<file path="config.mk">
export PLATFORM = sky130hd
export DESIGN_NAME = pairhmm_job_sched_flat
export DESIGN_NICKNAME = d
export VERILOG_FILES = /design/src/rtl/pairhmm_job_sched_pkg.sv /design/src/rtl/pairhmm_job_sched_if.sv /design/src/rtl/pairhmm_job_sched_rr_pick.sv /design/src/rtl/pairhmm_job_sched.sv /design/src/flat_wrapper.sv
export SDC_FILE = /design/constraint.sdc
export NUM_CORES = 1
export LEC_CHECK = 0
export CAP_MARGIN = 20
export CORE_ASPECT_RATIO = 0.8
export CORE_MARGIN = 10
export CORE_UTILIZATION = 30
export CTS_CLUSTER_DIAMETER = 100
export DETAILED_ROUTE_END_ITERATION = 16
export GPL_TIMING_DRIVEN = 0
export SKIP_CTS_REPAIR_TIMING = 1
export SKIP_LAST_GASP = 1
export SLEW_MARGIN = 20
export SYNTH_ARGS = -nofsm -noshare
export SYNTH_HDL_FRONTEND = slang
export SYNTH_HIERARCHICAL = 1
export SYNTH_SLANG_ARGS = --single-unit
</file>
<file path="constraint.sdc">
create_clock -name sys_clk -period 7.2 [get_ports sys_clk]
set_clock_uncertainty 0.2 [all_clocks]
set_input_delay 1.44 -clock sys_clk [delete_from_list [all_inputs] [get_ports sys_clk]]
set_output_delay 1.44 -clock sys_clk [all_outputs]
set_load 0.05 [all_outputs]
</file>
<file path="src/rtl/pairhmm_job_sched_pkg.sv">
// PairHMM job scheduler: shared parameters and result word layout.
// Imported by the interface, the round-robin picker and the top.
package pairhmm_sched_pkg;

    localparam int NUM_ENG   = 6;
    localparam int ID_W      = 8;
    localparam int LEN_W     = 10;
    localparam int SUM_W     = 64;
    localparam int ENG_IDX_W = $clog2(NUM_ENG);

    typedef struct packed {
        logic [ID_W-1:0]  id;
        logic [SUM_W-1:0] sum;
    } res_t;

    function automatic logic [ENG_IDX_W-1:0] idx_inc(
        input logic [ENG_IDX_W-1:0] i
    );
        return (int'(i) == NUM_ENG - 1) ? '0 : i + 1'b1;
    endfunction

endpackage

</file>
<file path="src/rtl/pairhmm_job_sched_if.sv">
// Descriptor, engine and result-FIFO signals of the PairHMM job scheduler.
// master = parser/engines/FIFO side, slave = the scheduler.
interface pairhmm_job_sched_if;
    import pairhmm_sched_pkg::*;

    logic                     job_vld;
    logic                     job_rdy;
    logic [ID_W-1:0]          job_id;
    logic [LEN_W-1:0]         job_rlen;
    logic [LEN_W-1:0]         job_hlen;
    logic [NUM_ENG-1:0]       eng_start;
    logic [LEN_W-1:0]         eng_rlen;
    logic [LEN_W-1:0]         eng_hlen;
    logic [NUM_ENG-1:0]       eng_sum_vld;
    logic [NUM_ENG*SUM_W-1:0] eng_sum;
    logic                     res_wr;
    res_t                     res_wdat;
    logic                     res_full;
    logic [31:0]              done_cnt;
    logic [15:0]              err_cnt;

    modport master (
        output job_vld, job_id, job_rlen, job_hlen,
        output eng_sum_vld, eng_sum, res_full,
        input  job_rdy, eng_start, eng_rlen, eng_hlen,
        input  res_wr, res_wdat, done_cnt, err_cnt
    );

    modport slave (
        input  job_vld, job_id, job_rlen, job_hlen,
        input  eng_sum_vld, eng_sum, res_full,
        output job_rdy, eng_start, eng_rlen, eng_hlen,
        output res_wr, res_wdat, done_cnt, err_cnt
    );

endinterface

</file>
<file path="src/rtl/pairhmm_job_sched_rr_pick.sv">
// Cyclic first-set search: lowest set bit of req at or after ptr.
// Purely combinational; used for both dispatch and collection.
module rr_pick
    import pairhmm_sched_pkg::*;
(
    input  logic [NUM_ENG-1:0]   req,
    input  logic [ENG_IDX_W-1:0] ptr,
    output logic                 gnt_vld,
    output logic [ENG_IDX_W-1:0] gnt_idx
);

    localparam logic [ENG_IDX_W:0] N_L = (ENG_IDX_W + 1)'(NUM_ENG);

    logic [2*NUM_ENG-1:0] dbl;
    logic [NUM_ENG-1:0]   rot;
    logic [ENG_IDX_W:0]   raw;

    // Rotate so that bit 0 of rot is the engine at ptr.
    assign dbl = {req, req};
    assign rot = NUM_ENG'(dbl >> ptr);

    always_comb begin
        gnt_vld = 1'b0;
        raw     = '0;
        for (int i = NUM_ENG - 1; i >= 0; i--) begin
            if (rot[i]) begin
                gnt_vld = 1'b1;
                raw     = {1'b0, ptr} + (ENG_IDX_W + 1)'(i);
            end
        end
    end

    assign gnt_idx = (raw >= N_L) ? ENG_IDX_W'(raw - N_L)
                                  : raw[ENG_IDX_W-1:0];

endmodule

</file>
<file path="src/rtl/pairhmm_job_sched.sv">
// PairHMM job scheduler: round-robin dispatch of descriptors to engines,
// tag tracking, and round-robin serialisation of results to the FIFO.
module pairhmm_job_sched
    import pairhmm_sched_pkg::*;
(
    input logic                sys_clk,
    input logic                sys_rst_n,
    pairhmm_job_sched_if.slave bus
);

    logic [NUM_ENG-1:0]   busy;
    logic [NUM_ENG-1:0]   pend;
    logic [SUM_W-1:0]     pend_sum [NUM_ENG];
    logic [ID_W-1:0]      tag      [NUM_ENG];
    logic [ENG_IDX_W-1:0] disp_ptr;
    logic [ENG_IDX_W-1:0] col_ptr;
    logic                 live;

    logic [ENG_IDX_W-1:0] disp_idx;
    logic [ENG_IDX_W-1:0] col_idx;
    logic                 disp_vld;
    logic                 col_vld;
    logic                 accept;
    logic                 zero_len;
    logic                 do_disp;
    logic                 do_col;
    logic [NUM_ENG-1:0]   disp_oh;
    logic [NUM_ENG-1:0]   col_oh;
    logic [NUM_ENG-1:0]   cap;
    logic [NUM_ENG-1:0]   spur;
    logic [3:0]           err_inc;
    logic [16:0]          err_sum;

    rr_pick u_disp (
        .req     (~busy),
        .ptr     (disp_ptr),
        .gnt_vld (disp_vld),
        .gnt_idx (disp_idx)
    );

    rr_pick u_col (
        .req     (pend),
        .ptr     (col_ptr),
        .gnt_vld (col_vld),
        .gnt_idx (col_idx)
    );

    // live keeps job_rdy low while reset is held.
    assign bus.job_rdy = live & ~&busy;
    assign accept      = bus.job_vld & bus.job_rdy;
    assign zero_len    = (bus.job_rlen == '0) | (bus.job_hlen == '0);
    assign do_disp     = accept & ~zero_len & disp_vld;
    assign do_col      = col_vld & ~bus.res_full;

    assign disp_oh = do_disp ? NUM_ENG'(1) << disp_idx : '0;
    assign col_oh  = do_col  ? NUM_ENG'(1) << col_idx  : '0;

    // A strobe is only valid for a busy engine with no result waiting.
    assign cap  = bus.eng_sum_vld & busy & ~pend;
    assign spur = bus.eng_sum_vld & ~cap;

    always_comb begin
        err_inc = 4'(accept & zero_len);
        for (int k = 0; k < NUM_ENG; k++)
            err_inc = err_inc + 4'(spur[k]);
        err_sum = {1'b0, bus.err_cnt} + 17'(err_inc);
    end

    always_ff @(posedge sys_clk or negedge sys_rst_n) begin
        if (!sys_rst_n) begin
            live          <= 1'b0;
            busy          <= '0;
            pend          <= '0;
            disp_ptr      <= '0;
            col_ptr       <= '0;
            bus.eng_start <= '0;
            bus.eng_rlen  <= '0;
            bus.eng_hlen  <= '0;
            bus.res_wr    <= 1'b0;
            bus.res_wdat  <= '0;
            bus.done_cnt  <= '0;
            bus.err_cnt   <= '0;
            for (int k = 0; k < NUM_ENG; k++) begin
                pend_sum[k] <= '0;
                tag[k]      <= '0;
            end
        end else begin
            live          <= 1'b1;
            busy          <= (busy | disp_oh) & ~col_oh;
            pend          <= (pend | cap) & ~col_oh;
            bus.eng_start <= disp_oh;
            bus.eng_rlen  <= do_disp ? bus.job_rlen : '0;
            bus.eng_hlen  <= do_disp ? bus.job_hlen : '0;
            bus.res_wr    <= do_col;
            bus.err_cnt   <= err_sum[16] ? 16'hFFFF : err_sum[15:0];
            if (do_disp) begin
                tag[disp_idx] <= bus.job_id;
                disp_ptr      <= idx_inc(disp_idx);
            end
            for (int k = 0; k < NUM_ENG; k++) begin
                if (cap[k])
                    pend_sum[k] <= bus.eng_sum[k*SUM_W +: SUM_W];
            end
            if (do_col) begin
                bus.res_wdat <= '{id: tag[col_idx], sum: pend_sum[col_idx]};
                col_ptr      <= idx_inc(col_idx);
                bus.done_cnt <= bus.done_cnt + 32'd1;
            end
        end
    end

endmodule

</file>
<file path="src/flat_wrapper.sv">
// flat-port wrapper written by rule: the top's interface ports become plain ports
module pairhmm_job_sched_flat import pairhmm_sched_pkg::*;
  (sys_clk, sys_rst_n, bus_job_vld, bus_job_id, bus_job_rlen, bus_job_hlen, bus_eng_sum_vld, bus_eng_sum, bus_res_full, bus_job_rdy, bus_eng_start, bus_eng_rlen, bus_eng_hlen, bus_res_wr, bus_res_wdat, bus_done_cnt, bus_err_cnt);
  pairhmm_job_sched_if bus_i ();
  input logic sys_clk;
  input logic sys_rst_n;
  input wire logic [$bits(bus_i.job_vld)-1:0] bus_job_vld;
  input wire logic [$bits(bus_i.job_id)-1:0] bus_job_id;
  input wire logic [$bits(bus_i.job_rlen)-1:0] bus_job_rlen;
  input wire logic [$bits(bus_i.job_hlen)-1:0] bus_job_hlen;
  input wire logic [$bits(bus_i.eng_sum_vld)-1:0] bus_eng_sum_vld;
  input wire logic [$bits(bus_i.eng_sum)-1:0] bus_eng_sum;
  input wire logic [$bits(bus_i.res_full)-1:0] bus_res_full;
  output wire logic [$bits(bus_i.job_rdy)-1:0] bus_job_rdy;
  output wire logic [$bits(bus_i.eng_start)-1:0] bus_eng_start;
  output wire logic [$bits(bus_i.eng_rlen)-1:0] bus_eng_rlen;
  output wire logic [$bits(bus_i.eng_hlen)-1:0] bus_eng_hlen;
  output wire logic [$bits(bus_i.res_wr)-1:0] bus_res_wr;
  output wire logic [$bits(bus_i.res_wdat)-1:0] bus_res_wdat;
  output wire logic [$bits(bus_i.done_cnt)-1:0] bus_done_cnt;
  output wire logic [$bits(bus_i.err_cnt)-1:0] bus_err_cnt;
  assign bus_i.job_vld = bus_job_vld;
  assign bus_i.job_id = bus_job_id;
  assign bus_i.job_rlen = bus_job_rlen;
  assign bus_i.job_hlen = bus_job_hlen;
  assign bus_i.eng_sum_vld = bus_eng_sum_vld;
  assign bus_i.eng_sum = bus_eng_sum;
  assign bus_i.res_full = bus_res_full;
  assign bus_job_rdy = bus_i.job_rdy;
  assign bus_eng_start = bus_i.eng_start;
  assign bus_eng_rlen = bus_i.eng_rlen;
  assign bus_eng_hlen = bus_i.eng_hlen;
  assign bus_res_wr = bus_i.res_wr;
  assign bus_res_wdat = bus_i.res_wdat;
  assign bus_done_cnt = bus_i.done_cnt;
  assign bus_err_cnt = bus_i.err_cnt;
  pairhmm_job_sched u_core (.sys_clk(sys_clk), .sys_rst_n(sys_rst_n), .bus(bus_i));
endmodule
</file>
* Word level (Yosys, flattened, before mapping)
Cells that the tools add are included.
Storage, ports and cells: bits in read-only memories 0, bits of input ports 422, flip-flop bits (word level) 598, bits in latches 0, bits in writable memories 0, memories 0
Cells by class: bitwise gates (word level) 22, equality and inequality tests 2, multipliers 0, reductions and logical operators 5, muxes and demuxes 42, shifts and indexed selects 4, divide/modulo/power cells 0, magnitude comparators 5, add/sub/neg operators 22
Operator list (count):
- binary-select mux 64 bit (select 3 bit) | 1
- two-way mux 64 bit | 2
- bitwise mux 48 bit | 1
- two-way mux 4 bit | 12
- adder 32 x 1 -> 32 bit, second input constant | 1
- AND 6 bit | 5
- adder 4 x 1 -> 4 bit | 6
- binary-select mux 8 bit (select 3 bit) | 1
- demux 8 bit (select 3 bit) | 1
- two-way mux 8 bit | 3
- inverter 6 bit | 4
- >> shifter 12 x 3 -> 6 bit | 2
- zero test 10 bit | 2
- two-way mux 10 bit | 2
- adder 16 x 4 -> 17 bit | 1
- adder 3 x 2 -> 4 bit, second input constant | 4
- adder 3 x 3 -> 4 bit, second input constant | 4
- two-way mux 16 bit | 1
- two-way mux 1 bit | 12
- two-way mux 3 bit | 4
- two-way mux 6 bit | 2
- OR 6 bit | 2
- << shifter 1 x 3 -> 6 bit, first input constant | 2
- adder 3 x 1 -> 4 bit, second input constant | 2
- other kinds (13) | 25

* Logic depth before layout (Yosys ltp)
Gate-level depths: netlist of run 1.
depth after elaboration 16, mapped depth 17

* By module
Netlist of run 1, hierarchy kept.
Modules (own cells, without submodules):
- pairhmm_job_sched | seq. area each 14964.4 µm², instances 1, cells each 1772, area each 25762.2 µm²
- rr_pick | seq. area each 0.0 µm², instances 2, cells each 92, area each 848.3 µm²

* Worst setup path before layout of run 1
No wires, ideal clock.
path kind input to register, from input port bus_eng_sum_vld[0], to register u_core.bus.err_cnt[10], stages 17, data required time 6.866 ns, setup time 0.134 ns, arrival 5.541 ns, setup slack 1.325 ns, buffers on the path 3, cells stage by stage nand3b_1 clkbuf_1 clkbuf_1 and2_1 fa_1 inv_1 fa_1 inv_1 fa_1 ha_1 fa_1 a21o_1 a21oi_1 nor2_1 nand3_1 clkbuf_1 nand2_1
Between the ends: word-level cells in the longest chain between the ends 12
Ends and longest elaborated chain:
- from (decl) | line flat_wrapper.sv:11 | input wire logic [$bits(bus_i.eng_sum_vld)-1:0] bus_eng_sum_vld;
- AND 6 bit (2 in series) | line pairhmm_job_sched.sv:59 | assign cap = bus.eng_sum_vld & busy & ~pend;
- inverter 6 bit | line pairhmm_job_sched.sv:60 | assign spur = bus.eng_sum_vld & ~cap;
- AND 6 bit * | line pairhmm_job_sched.sv:60
- adder 4 x 1 -> 4 bit * (6 in series) | line pairhmm_job_sched.sv:65 | err_inc = err_inc + 4'(spur[k]);
- adder 16 x 4 -> 17 bit * | line pairhmm_job_sched.sv:66 | err_sum = {1'b0, bus.err_cnt} + 17'(err_inc);
- two-way mux 16 bit * | line pairhmm_job_sched.sv:95 | bus.err_cnt <= err_sum[16] ? 16'hFFFF : err_sum[15:0];
- to (signal assigned) | line pairhmm_job_sched.sv:95
- to (decl) | line pairhmm_job_sched_if.sv:33 | output res_wr, res_wdat, done_cnt, err_cnt
Every way passes the cells marked *; elsewhere a longest branch is shown, timed or not. A chain may end at the register's enable or synchronous reset.

* Worst setup path in the final report of run 1
from input port bus_eng_sum_vld[0], to register u_core.bus.err_cnt[13]
The elaborated chain is that of the path after synthesis.

==> metrics.md, run 1 <==
| Metric | Value |
|---|---|
| Max clock buf depth | 3 |
| Maximum clock rate | 149 MHz |
| ANT nets after route | 0 |
| Main synth FF type | dfrtp_1 |
| Async SR Flop Fraction | 100% |
| Outcome | finished, final reports clean |
| Synth area leaders | dfrtp_1 (54%), mux2_2 (20%), mux4_2 (7.2%) |
| Global-route wire length before repair | 146,000 um |
| CTS sink cnt | 598 |
| Slew headroom | 25.0% |
| CTS root buf | clkbuf_16 |
| RD Place Congestion | about 0.85 |
| Endpoints failing setup | 0 |
| Synth warn | 6 |
| Vias in the first global route | 21,500 |
| Synthesized area per cell | roughly 14 um2 |
| # DRC | 0 |
| Worst-Margin Slew | 1130 ps |
| Cells after DPL | 3,744 |
| Total CTS buffers | 68 |
| Max-cap viol count | 0 |
| Crit path time final | 6700 ps |
| Gr ovfl total | 0 |
| Final WL | about 99,000 um |
| Core ar. | roughly 90,000 um2 |
| Yosys top cell area share | a little over half |
| Detailed Routing Iterations Pass 1 | 5 |
| Initial antenna violation count | 28 |
| P_leak | roughly 15 nW |
| Area grow syn2layout | 35.5% |
| Crit share post-route | 93.1% |
| Clk_lat worst skew | 600 ps |
| Fin area | 37,200 um2 |
| Yosys top cell by area | dfrtp_1 |
| Final Non-Filler Cells | 3,883 |
| Vias per std cell | 4.97 |
| Max Slew Vio Count | 0 |
| 1st-iter DRT viols | between 900 and 1,000 |
| PD cells | about 550 nW/um2 |
| DP Worst Slack | -605 ps |
| IO Port Bufs | around 570 |
| Mapped Nets | around 2,400 |
| Synth top cells by count | dfrtp_1 (598), mux2_2 (494), nor2_1 (172) |
| # IOs | 570 |
| Register area share after synthesis | a little over half |
| Buffers & Inverters on Critical Path | 5 |
| Unique masters post-synth | 69 |
| Crit path DAT | 6960 ps |
| CP cell instances | clkdlybuf4s50_1 > nand3b_1 > clkbuf_2 > and2_1 > fa_1 > inv_1 > fa_1 > inv_1 > fa_1 > ha_1 > fa_1 > a21o_1 > a21oi_2 > nor2_1 > nand3_1 > clkbuf_1 > nand2_1 |
| Vias post-DR | about 19,000 |
| RSZ-0062 raised after global routing | false |
| CP Capture Type | register |
| Worst min-delay path category | reg -> reg |
| WP data required | 7460 ps |
| Final net count | 3,046 |
| Top Family by Delay on Critical Path | adder cells |
| Layout cell share with drive strength beyond 1 | between 20% and 30% |
| Util after Layout | 40.9% |
| CP startpoint kind | input pin |
| Post-DP HPWL | 76,000 um |
| DR WL/cell | 25.6 um |
| Die Wd | 358 um |
| Final WS setup | 495 ps |
| Worst Path Max Fanout | 19 |
| CTS tree | yes |
| Die area | about 100,000 um2 |
| Placed Area | 34,900 um2 |
| Largest net degree at the start of global routing | slightly above 100 |
| Initial cell density of the core | 30.2% |
| Post-synth EDFFs | 0 |
| Placement Rows | 99 |
| Clock transition at path regs | roughly 60 ps |
| Synthesized area | between 20,000 and 30,000 um2 |
| Critical path type | in -> reg |
| Vert. Die Dim | slightly below 300 um |
| Final hold slack | 291 ps |
| Fill cell total of the finished layout | 8,440 |
| Seq cells post-synth | 598 |
| H-tree levels | 3 |
| Peak supply drop | 0.287 mV |
| Most Frequent Cell on Critical Path | fa_1 |
| Final Hold Fails | 0 |
| Crit-path max cell delay | 590 ps |
| Top-count cell post-synth | dfrtp_1 |
| Slowest-stage cell, CP | clkbuf_2 |
| Syn Inst Count | 1,956 |
| Global-route total usage across every layer | 18.7% |
[cell families after synthesis]
kind of cell | Yosys count | share of synthesized area, %
AOI/OAI and AO/OA | 159 | 4.70
xor gates and xnor gates | 43 | 1.37
adders and majority gates | 24 | 1.20
buffers and inverters | 151 | 2.26
DFF | 598 | 54.5
muxes | 630 | 29.7
other | 1 | 0.0137
and+or+nand+nor | 350 | 6.28
[report_power, final]
group	leakage [nW]	internal, W	switching, W	total (W)
Combinational	7.05	0.00502	0.00614	0.0112
Sequential	7.29	0.00493	0.000889	0.00582
Clock	1.13	0.00213	0.00143	0.00355
Total	15.5	0.0121	0.00846	0.0205
[worst paths after layout]
| kind | to | cells past startpoint | startpoint | slack [ps] |
|---|---|---|---|---|
| setup / recovery | u_core/bus.err_cnt[13] | 17 | bus_eng_sum_vld[0] | 500 |
| hold / removal | u_core/bus.done_cnt[31] | 1 | u_core/bus.done_cnt[31] | 290 |
| setup reg to reg | u_core/bus.err_cnt[13] | 16 | u_core/pend[0] | 1350 |
| hold reg to reg | u_core/bus.done_cnt[31] | 1 | u_core/bus.done_cnt[31] | 290 |
| max in group asynchronous | u_core/pend_sum[181] | 5 | sys_rst_n | 4060 |
| min in group asynchronous | u_core/pend_sum[23] | 1 | sys_rst_n | 610 |
[placed cells by master (no fill, tap or decap), types with 24 or more instances in the layout]
cell,netlist,layout
and2_1,28,28
nor2_1,172,172
mux4_2,88,88
nand2_1,46,46
mux2_2,494,494
clkbuf_1,95,95
clkbuf_16,0,71
clkdlybuf4s50_1,0,568
dfrtp_1,598,598
nand3_1,24,24
a221oi_1,74,74
xnor2_1,30,30
[layout make-up]
| type | count | area, um2 | share of cell area, % |
|---|---|---|---|
| sequential | 598 | 15000 | 40.2 |
| antenna | 21 | 52.6 | 0.141 |
| timing repair buffer | 576 | 5880 | 15.8 |
| clock inverter | 23 | 280 | 0.753 |
| inverter | 29 | 109 | 0.293 |
| clock buffer | 97 | 2000 | 5.39 |
| buffer | 120 | 523 | 1.41 |
| multi-input combinational | 1207 | 11900 | 31.9 |
| tap | 1212 | 1520 | 4.08 |
[registers in the layout, indices dropped and copies added (netlist names)]
name and flops:
u_core/disp_ptr 3, u_core/col_ptr 3, u_core/live 1, u_core/bus.err_cnt 16
u_core/pend 6, u_core/busy 6, u_core/pend_sum 384, u_core/bus.res_wdat 72
u_core/bus.eng_rlen 10, u_core/tag 48, u_core/bus.eng_hlen 10, u_core/bus.res_wr 1
u_core/bus.eng_start 6, u_core/bus.done_cnt 32
[worst register-to-register path: cells and delay by family (launching register included)]
kind,cells,cell delay [ps]
flip-flops,1,480
adder cells (fa/ha/maj),5,2210
AND/OR/NAND/NOR,5,1200
buffers and inverters,4,1110
AO/OA/AOI/OAI,2,530
[stage by stage]
stage	total power (W)	setup TNS (ps)
3_5_place_dp	0.0170	-6730
6_report	0.0205	0
3_3_place_gp	0.0167	-
5_1_grt	0.0217	0
2_1_floorplan	0.0131	0
4_1_cts	0.0207	0
[per-layer routing]
metal  vias to the layer above  GRT usage (%)  share of wire, %
li1                       8481              -                 -
met1                     10100           24.0                42
met2                       521           31.1                50
met3                       151           4.15               5.3
met4                        20           5.54               2.4
met5                         -              0              0.13
Power figures use the tool's default switching activity.
==> inputs of run 2 (changes only) <==
- GPL_TIMING_DRIVEN: 0 -> not set
- SETUP_SLACK_MARGIN: not set -> 0.5
- clock period: 7.2 -> 5.9 ns (I/O delays scaled with it)
==> run 2 against run 1 <==
First-iteration DRC count up 9.2%; hold slack worse by 20 ps; power up 20%; worst setup slack better by 340 ps; count of clock-buffer cells in the layout up 1; core utilization down 0.24 points; flip-flop and latch count unchanged; sequential power up 24%; register-to-register slack worse by 350 ps; die area unchanged; largest cell class unchanged; largest power group unchanged.
==> metrics.md, run 2 (synthesis gave the netlist of run 1 again) <==
| Metric | Value |
|---|---|
| Outcome | finished, final reports clean (unchanged) |
| Area grow syn2layout | 34.7% (was 35.5%) |
| Final Hold Fails | 0 (unchanged) |
| Max reg flops | 384 (unchanged) |
| CTS tree | yes (unchanged) |
| CP startpoint kind | input pin (unchanged) |
| Final net count | 2,966 (was 3,046) |
| Vias post-DR | 19,100 (was 19,300) |
| Vias in the first global route | 21,000 (was 21,500) |
| Clock transition at path regs | 60 ps (about the same) |
| Hold Crit Endpoint | u_core/bus.done_cnt[31] (unchanged) |
| ANT nets after route | 0 (unchanged) |
| Die Wd | 358 um (unchanged) |
| Reg2Reg Setup Slack | 1000 ps (was 1350 ps) |
| Multi-input logic area | 11,900 um2 (about the same) |
| Placement Rows | 99 (unchanged) |
| Hold Path Origin | u_core/bus.done_cnt[31] (unchanged) |
| Critical path type | in -> reg (unchanged) |
| PD cells | 668 nW/um2 (was 552 nW/um2) |
| # IOs | 570 (unchanged) |
| Util after Layout | 40.6% (was 40.9%) |
| Core ar. | 91,000 um2 (unchanged) |
| Hold depth | 1 (unchanged) |
| RSZ-0062 raised after global routing | false (unchanged) |
| Worst min-delay path category | reg -> reg (unchanged) |
| Placed Area | 34,600 um2 (was 34,900 um2) |
| Final WL | 94,300 um (was 99,400 um) |
| Max Slew Vio Count | 0 (unchanged) |
| Crit path time final | 5070 ps |
| Depth of the worst register-to-register path | 9 (was 16) |
| RR Endpoint | u_core/bus.res_wdat[11] (was u_core/bus.err_cnt[13]) |
| CTS root buf | clkbuf_16 (unchanged) |
| Worst Path Max Fanout | 13 (was 19) |
| Top flop regs | u_core/pend_sum: 384 flops, u_core/bus.res_wdat: 72 flops, u_core/tag: 48 flops (unchanged) |
| IO Port Bufs | 569 (unchanged) |
| Gr ovfl total | 0 (unchanged) |
| Storage cell area | 15,000 um2 (unchanged) |
| Global-route total usage across every layer | 17.6% (was 18.7%) |
| Leading cell type in the layout, fill and taps excluded | dfrtp_1 (unchanged) |
| DR WL/cell | 24.8 um (was 25.6 um) |
| Reg-to-Reg Start | u_core/col_ptr[1] (was u_core/pend[0]) |
| Crit path DAT | 5340 ps (was 6960 ps) |
| WP data required | 6170 ps (was 7460 ps) |
| Post-DP HPWL | 67,100 um (was 76,000 um) |
| Initial antenna violation count | 37 (was 28) |
| P_leak | 15.4 nW (was 15.5 nW) |
| Endpoints failing setup | 0 (unchanged) |
| Max clock buf depth | 3 (unchanged) |
| 1st-iter DRT viols | 1,045 (was 957) |
| CP Capture Type | register (unchanged) |
| # DRC | 0 (unchanged) |
| Global-route wire length before repair | 139,000 um (was 146,000 um) |
| Total CTS buffers | 70 (was 68) |
| Detailed Routing Iterations Pass 1 | 5 (unchanged) |
| Die area | 104,000 um2 (unchanged) |
| Crit share post-route | 85.9% |
| Maximum clock rate | 197 MHz |
| H-tree levels | 3 (unchanged) |
| Slew headroom | 27.0% (was 25.0%) |
| Layout cell share with drive strength beyond 1 | 30.8% (was 29.2%) |
| RD Place Congestion | 0.838 (was 0.848) |
| Fin Setup TNS | 0 ps (unchanged) |
| Fin area | 37,000 um2 (was 37,200 um2) |
| Max-cap viol count | 0 (unchanged) |
| CTS sink cnt | 598 (unchanged) |
| Clk_lat worst skew | 610 ps (was 600 ps) |
| Initial cell density of the core | 30.2% (unchanged) |
| Vias per std cell | 5.01 (was 4.97) |
| Most frequent cells in the layout | dfrtp_1 (598), clkdlybuf4s50_1 (568), mux2_2 (494) (unchanged) |
| Biggest register | u_core/pend_sum (unchanged) |
| Peak supply drop | 0.502 mV (was 0.287 mV) |
| Worst-Margin Slew | 1100 ps (was 1130 ps) |
| Largest net degree at the start of global routing | 124 (was 102) |
| Fill cell total of the finished layout | 8,444 (was 8,440) |
| Vert. Die Dim | 291 um (unchanged) |
## run 2: worst max path at each step
| stage | cells past startpoint | to | from | slack (ps) |
|---|---|---|---|---|
| final | 15 | u_core/bus.err_cnt[3] | bus_eng_sum_vld[0] | 830 |
| after global placement | 15 | u_core/bus.err_cnt[3] | bus_eng_sum_vld[0] | 260 |
| after floorplan | 17 | u_core/bus.err_cnt[10] | bus_eng_sum_vld[0] | 510 |
| after detailed placement | 15 | u_core/bus.err_cnt[3] | bus_eng_sum_vld[0] | 200 |
| after global routing | 15 | u_core/bus.err_cnt[3] | bus_eng_sum_vld[2] | 590 |
| after CTS | 15 | u_core/bus.err_cnt[3] | bus_eng_sum_vld[0] | 880 |
## run 2: layout make-up
| class | count | area share, % |
|---|---|---|
| antenna | 21 | 0.142 |
| tap | 1212 | 4.10 |
| inverter | 29 | 0.304 |
| timing repair buffer | 614 | 16.6 |
| clock inverter | 28 | 0.863 |
| clock buffer | 98 | 5.35 |
| multi-input combinational | 1207 | 32.2 |
| sequential | 598 | 40.5 |
## run 2: per-stage QoR
stage	setup WS (ps)	total power (W)	instances	hold WS (ps)
2_1_floorplan	506	0.0160	1956	274
3_3_place_gp	260	0.0201	3660	264
3_5_place_dp	204	0.0205	3660	269
4_1_cts	879	0.0249	3786	280
5_1_grt	592	0.0262	3802	288
6_report	831	0.0247	3807	271
## run 2: report_power, final
group	total [W]	internal, W	switching, W
sequential	0.00721	0.00601	0.00119
combinational	0.0131	0.00626	0.00688
clock	0.00436	0.00254	0.00181
total	0.0247	0.0148	0.00989
## run 2: critical path, cell delays in order
cell and delay, ps:
clkdlybuf4s50_1 500, nand3b_1 100, and2_1 180, fa_1 500, inv_1 50, fa_1 540
inv_1 60, fa_1 480, ha_1 260, fa_1 410, a21o_1 210, a21oi_2 160
nor2_1 120, nand3_1 420, o21ai_0 160
## run 2: per-layer routing
metal / up-vias / routed length, um / track usage [%]
met3: 158 / 5210 / 4.30
met5: - / 235 / 0
li1: 8325 / - / -
met4: 36 / 2320 / 5.99
met2: 525 / 48100 / 29.9
met1: 10000 / 38500 / 21.5
